### config.mk
export PLATFORM = sky130hd
export DESIGN_NAME = blake2_msg_loader
export DESIGN_NICKNAME = d
export VERILOG_FILES = /design/src/rtl/blake2_pkg.sv /design/src/rtl/blake2_msg_loader.sv
export SDC_FILE = /design/constraint.sdc
export NUM_CORES = 1
export LEC_CHECK = 0
export ABC_AREA = 1
export CAP_MARGIN = 10
export CORE_MARGIN = 5
export CORE_UTILIZATION = 55
export DETAILED_ROUTE_END_ITERATION = 7
export DONT_BUFFER_PORTS = 1
export MAX_ROUTING_LAYER = met4
export PLACE_DENSITY_LB_ADDON = 0.08
export RECOVER_POWER = 25
export SLEW_MARGIN = 20
export SYNTH_ARGS = -nofsm -noshare
export SYNTH_HDL_FRONTEND = slang
export SYNTH_SLANG_ARGS = --single-unit
### constraint.sdc
create_clock -name clk -period 6.11 [get_ports clk]
set_input_delay 0.611 -clock clk [delete_from_list [all_inputs] [get_ports clk]]
set_output_delay 0.611 -clock clk [all_outputs]
set_load 0.005 [all_outputs]
### src/rtl/blake2_pkg.sv
// Constants and loader state encoding shared by the BLAKE2s datapath blocks.
// Pure declarations: no logic, no latency.
// No flow control lives here.
package blake2_pkg;

    localparam int B2S_W     = 32;
    localparam int B2S_BB    = 2 * B2S_W;
    localparam int B2S_LEN_W = 32;
    localparam int BLK       = 64;
    localparam int IDX_W     = $clog2(BLK);
    localparam int B2S_KW    = $clog2(B2S_W + 1);

    typedef enum logic [2:0] {
        S_IDLE,
        S_KEY,
        S_KPAD,
        S_MSG,
        S_MPAD,
        S_WAIT
    } loader_state_t;

endpackage

### src/rtl/blake2_msg_loader.sv
// Host byte stream to blake2 block feeder: key block, zero padding, first/last flags.
// Latency: push path is combinational from s_valid_i/core_ready_i, one byte per cycle.
// Backpressure: core_ready_i low stalls both pushes and host acceptance; host bubbles keep indices contiguous.
module blake2_msg_loader
    import blake2_pkg::*;
#(
    parameter int W     = B2S_W,
    parameter int LEN_W = B2S_LEN_W,
    parameter int KW    = $clog2(W + 1)
) (
    input  logic                 clk,
    input  logic                 nreset,
    input  logic                 start_i,
    input  logic [LEN_W-1:0]     len_i,
    input  logic [KW-1:0]        kk_i,
    input  logic [KW-1:0]        nn_i,
    input  logic                 s_valid_i,
    input  logic [7:0]           s_data_i,
    output logic                 s_ready_o,
    output logic                 busy_o,
    output logic                 done_o,
    input  logic                 core_ready_i,
    output logic                 data_v_o,
    output logic [IDX_W-1:0]     data_idx_o,
    output logic [7:0]           data_o,
    output logic                 block_first_o,
    output logic                 block_last_o,
    output logic [2*W-1:0]       ll_o,
    output logic [KW-1:0]        kk_o,
    output logic [KW-1:0]        nn_o
);

    localparam int BB = 2 * W;
    localparam logic [IDX_W-1:0] IDX_LAST = IDX_W'(BLK - 1);
    localparam logic [LEN_W-1:0] BLK_LEN  = LEN_W'(BLK);

    loader_state_t     state_q;
    logic [IDX_W-1:0]  idx_q;
    logic [LEN_W-1:0]  rem_q;
    logic [LEN_W-1:0]  len_q;
    logic [KW-1:0]     kk_q;
    logic [KW-1:0]     nn_q;
    logic [BB-1:0]     ll_q;
    logic              first_q;
    logic              last_q;
    logic              done_q;

    logic              host_st;
    logic              pad_st;
    logic              push;
    logic              idx_end;
    logic [LEN_W-1:0]  rem_dec;

    assign host_st = (state_q == S_KEY) || (state_q == S_MSG);
    assign pad_st  = (state_q == S_KPAD) || (state_q == S_MPAD);
    assign push    = core_ready_i & (host_st ? s_valid_i : pad_st);
    assign idx_end = (idx_q == IDX_LAST);
    assign rem_dec = rem_q - LEN_W'(1);

    assign data_v_o      = push;
    assign s_ready_o     = core_ready_i & host_st;
    assign data_o        = host_st ? s_data_i : 8'h00;
    assign data_idx_o    = idx_q;
    assign block_first_o = first_q;
    assign block_last_o  = last_q;
    assign busy_o        = (state_q != S_IDLE);
    assign done_o        = done_q;
    assign ll_o          = ll_q;
    assign kk_o          = kk_q;
    assign nn_o          = nn_q;

    always_ff @(posedge clk) begin
        if (!nreset) begin
            state_q <= S_IDLE;
            idx_q   <= '0;
            rem_q   <= '0;
            len_q   <= '0;
            kk_q    <= '0;
            nn_q    <= '0;
            ll_q    <= '0;
            first_q <= 1'b0;
            last_q  <= 1'b0;
            done_q  <= 1'b0;
        end else begin
            done_q <= 1'b0;
            if (push) begin
                idx_q <= idx_q + IDX_W'(1);
                if (idx_end) begin
                    first_q <= 1'b0;
                end
            end
            case (state_q)
                S_IDLE: begin
                    // Start is only taken while the core can accept, so the first push is never stranded.
                    if (start_i && core_ready_i) begin
                        len_q   <= len_i;
                        kk_q    <= kk_i;
                        nn_q    <= nn_i;
                        rem_q   <= len_i;
                        ll_q    <= BB'(len_i) + ((kk_i != '0) ? BB'(BLK) : '0);
                        idx_q   <= '0;
                        first_q <= 1'b1;
                        if (kk_i != '0) begin
                            last_q  <= (len_i == '0);
                            state_q <= S_KEY;
                        end else begin
                            last_q  <= (len_i <= BLK_LEN);
                            state_q <= (len_i != '0) ? S_MSG : S_MPAD;
                        end
                    end
                end
                S_KEY: begin
                    if (push && (idx_q == IDX_W'(kk_q - KW'(1)))) begin
                        state_q <= S_KPAD;
                    end
                end
                S_KPAD: begin
                    if (push && idx_end) begin
                        if (len_q != '0) begin
                            last_q  <= (rem_q <= BLK_LEN);
                            state_q <= S_MSG;
                        end else begin
                            state_q <= S_WAIT;
                        end
                    end
                end
                S_MSG: begin
                    if (push) begin
                        rem_q <= rem_dec;
                        if (rem_dec == '0) begin
                            state_q <= idx_end ? S_WAIT : S_MPAD;
                        end else if (idx_end) begin
                            last_q <= (rem_dec <= BLK_LEN);
                        end
                    end
                end
                S_MPAD: begin
                    if (push && idx_end) begin
                        state_q <= S_WAIT;
                    end
                end
                S_WAIT: begin
                    // Entry is already one cycle past the final push; ready here means the core is idle again.
                    if (core_ready_i) begin
                        done_q  <= 1'b1;
                        state_q <= S_IDLE;
                    end
                end
                default: state_q <= S_IDLE;
            endcase
        end
    end

endmodule
==> metrics.yaml <==
sta:
  grt_setup_unrepaired: "no"
  finalCritPeriodShare: 0.5583
  hold_violations: 0
  skew_ns: 0.007572
  finalSetupTns_ns: 0
  min_period_ns: 3.411
  relSlewSlack: 0.3956
  tightest_slew_ns: 0.9056
  clock.fmax_mhz: 293.2
  drv_slew: 0
  setup_viol: 0
  hold_ws_ns: 0.3005
placement:
  gp_congestion: 0.9282
  dp_hpwl_um: 14320
  portBuffers: 0
  placed_area_um2: 6782
setup_path:
  cp_data_required_time_ns: 6.45
  path_cells: "nor2_1 -> inv_1 -> nor2_1 -> inv_2 -> nor2_2 -> inv_2 -> nor2_4 -> inv_1 -> o31ai_1"
  cp.buffers_inverters: 4
  crit_path_max_incr_delay_ns: 0.69
  cp_slowest_cell: "nor2_2"
  path_delay_family: "simple AND/OR/NAND/NOR gates"
  critical_path_class: "flip-flop to flip-flop"
  crit_path_start_kind: "flip-flop"
  cp-end-kind: "flip-flop"
  crit_fanout: 35
  crit_arrival_ns: 3.75
  worst-path-stages: 9
  reg2reg_depth: 9
floorplan:
  core_um2: 12110
  die_area_um2: 14820
  fp.dieW_um: 121.7
  die_height_um: 121.7
  rows: 40
  ios: 153
  start_util: 0.5669
synth:
  yosys-mux-area-fraction: 0
  synth_top_family_by_area: "simple AND/OR/NAND/NOR gates"
  ys_warn_count: 0
  syn_area_um2: 6867
  netlist_instances: 1012
  synth_edf_count: 0
  avgSynthCellArea_um2: 6.785
  synth-adder-area-share: 0.01093
  synth_seq_cells: 115
  synth-compound-area-share: 0.1516
  synthSimpleGateAreaFrac: 0.3422
  synthXorXnorAreaFrac: 0.03189
  yosysTopAreaCell: "dfxtp_1"
  yosys-top-cells-area: "dfxtp_1, nand2_1, nor2_1"
  synth_flop_cell: "dfxtp_1"
  async_reset_ff_frac: 0
  synth_top_area_share: 0.3353
  yosys.cell_types.count: 48
  yosysSeqAreaShare: 0.3353
power_and_ir_drop:
  peakVddDrop_uv: 269.4
  power.leakage_nw: 3.245
  power.internal_mw: 2.010
  power_mw: 3.406
  swShare: 0.4099
  p_comb_frac: 0.395
  p_clk_frac: 0.319
  p_switching_mw: 1.396
  power_density_nw_per_um2: 458.5
  seq_power_share: 0.285
detailed_routing:
  firstDrtPassIters: 6
  ant_nets: 0
  drt_iter0_drc: 510
  via_per_inst: 5.425
  drc: 0
  avgRoutedWirePerCell_um: 16.24
  drt-total-wl_um: 19100
  vias: 6380
clock_tree:
  cts_buffers: 17
  hold_buffers: 0
  cts_setup_buffers: 0
  cts_tree: "done"
  clk_pin_slew_ns: 0.05
  clock-sinks: 115
  cts-root-buf: "clkbuf_16"
  insertion_delay_ns: 0.43
  cts-resized-gates: 0
  cts-htree-levels: 4
  clk_path_buf_depth: 2
run:
  drv_cap: 0
cells_and_area:
  drive_gt1_frac: 0.09722
  final_common_cell: "nand2_1"
  diodes: 0
  area_growth_syn_to_layout_pct: 8.200
  fillers: 1164
  final_cell_mix: "nand2_1, dfxtp_1, inv_1, nor2_1, a21oi_1"
  nets: 1058
  design_area_um2: 7430
worst_hold_path:
  hold_path_class: "primary input to flip-flop"
  hold_depth: 2
global_routing:
  antenna_found_initial: 0
  grt_use_total: 0.2676
  overflow: 0
  first_global_vias: 5750
  grt_pass1_wl_um: 29900
  grt_max_degree: 56
outcome:
  status: "finished clean"
## worst reg2reg max path: stages (launching register included)
cell and delay, ns:
dfxtp_1 0.33, nor2_1 0.14, inv_1 0.05, nor2_1 0.18, inv_2 0.10, nor2_2 0.69
inv_2 0.52, nor2_4 0.65, inv_1 0.40, o31ai_1 0.27
## synthesized netlist by cell type, types with 2 or more instances
cell and number:
xnor2_1 5, clkbuf_1 16, a22o_1 16, buf_1 2, a31oi_1 13, buf_2 10, o21ai_1 4, o21ai_0 49
dfxtp_1 115, nand3_2 5, inv_1 108, a22oi_1 2, nor4_1 11, a211oi_1 2, buf_4 38, nor2_8 2
xor2_1 20, ha_1 6, inv_2 12, a32o_1 2, a221oi_1 6, nand3b_1 3, nor2_1 110, nand2_2 14
nand4_1 22, a21oi_1 53, o22ai_1 3, nand3_1 38, buf_6 2, nand2_1 251, nor2_4 12, o31ai_1 9
nor3_1 21, o211ai_1 4, nor2_2 13
## registers in the layout, summed over array words and instances (netlist names)
register / flops
done_o: 1
kk_o: 6
data_idx_o: 6
state_q: 3
nn_o: 6
rem_q: 32
ll_o: 27
block_first_o: 1
block_last_o: 1
len_q: 32
## per-stage QoR
step                worst slack [ns]  std cells    util
finish                         2.699       1176  0.6134
global route                   2.376       1176  0.6134
CTS                            2.711       1176  0.6134
detailed placement             2.724       1144  0.5599
global placement               2.788       1144  0.5599
floorplan                      3.693       1042       -
## area by class of cell
type | instances | area (µm²) | area share
flip-flops and latches | 115 | 2302 | 0.3099
clock buffers | 24 | 501.7 | 0.06753
clock inverters | 8 | 146.4 | 0.01970
inverters | 120 | 450.4 | 0.06063
multi-input cells | 739 | 3804 | 0.5120
repair buffers | 2 | 15.01 | 0.002021
well taps | 168 | 210.2 | 0.02829
## cell families after synthesis
family,Yosys count
AO/OA/AOI/OAI,170
XOR/XNOR,25
adder cells (fa/ha/maj),6
buffers and inverters,188
other,1
AND/OR/NAND/NOR,507
flip-flops,115
## worst paths after layout
| check | start | to | slack, ns |
|---|---|---|---|
| max | state_q[0]$_SDFFE_PN0P_ | ll_o[12]$_SDFFE_PN0P_ | 2.70 |
| min | len_i[6] | len_q[6]$_SDFFE_PN0P_ | 0.30 |
| max reg2reg | state_q[0]$_SDFFE_PN0P_ | ll_o[12]$_SDFFE_PN0P_ | 2.70 |
| min reg2reg | len_q[6]$_SDFFE_PN0P_ | len_q[6]$_SDFFE_PN0P_ | 0.45 |
## layer usage
layer / global-route usage / part of all wire
met1: 0.3249 / 0.44
met2: 0.4325 / 0.47
met3: 0.07799 / 0.072
met4: 0.07983 / 0.020
met5: - / 0
## power by group through the flow
stage / clock network, mW / registers (mW) / logic (mW)
detailed placement: 0 / 0.986 / 1.32
finish: 1.09 / 0.971 / 1.35
CTS: 1.10 / 0.971 / 1.33
floorplan: 0 / 0.952 / 1.08
global route: 1.13 / 0.986 / 1.52
global placement: 0 / 0.986 / 1.32
(Power assumes the default switching activity.)
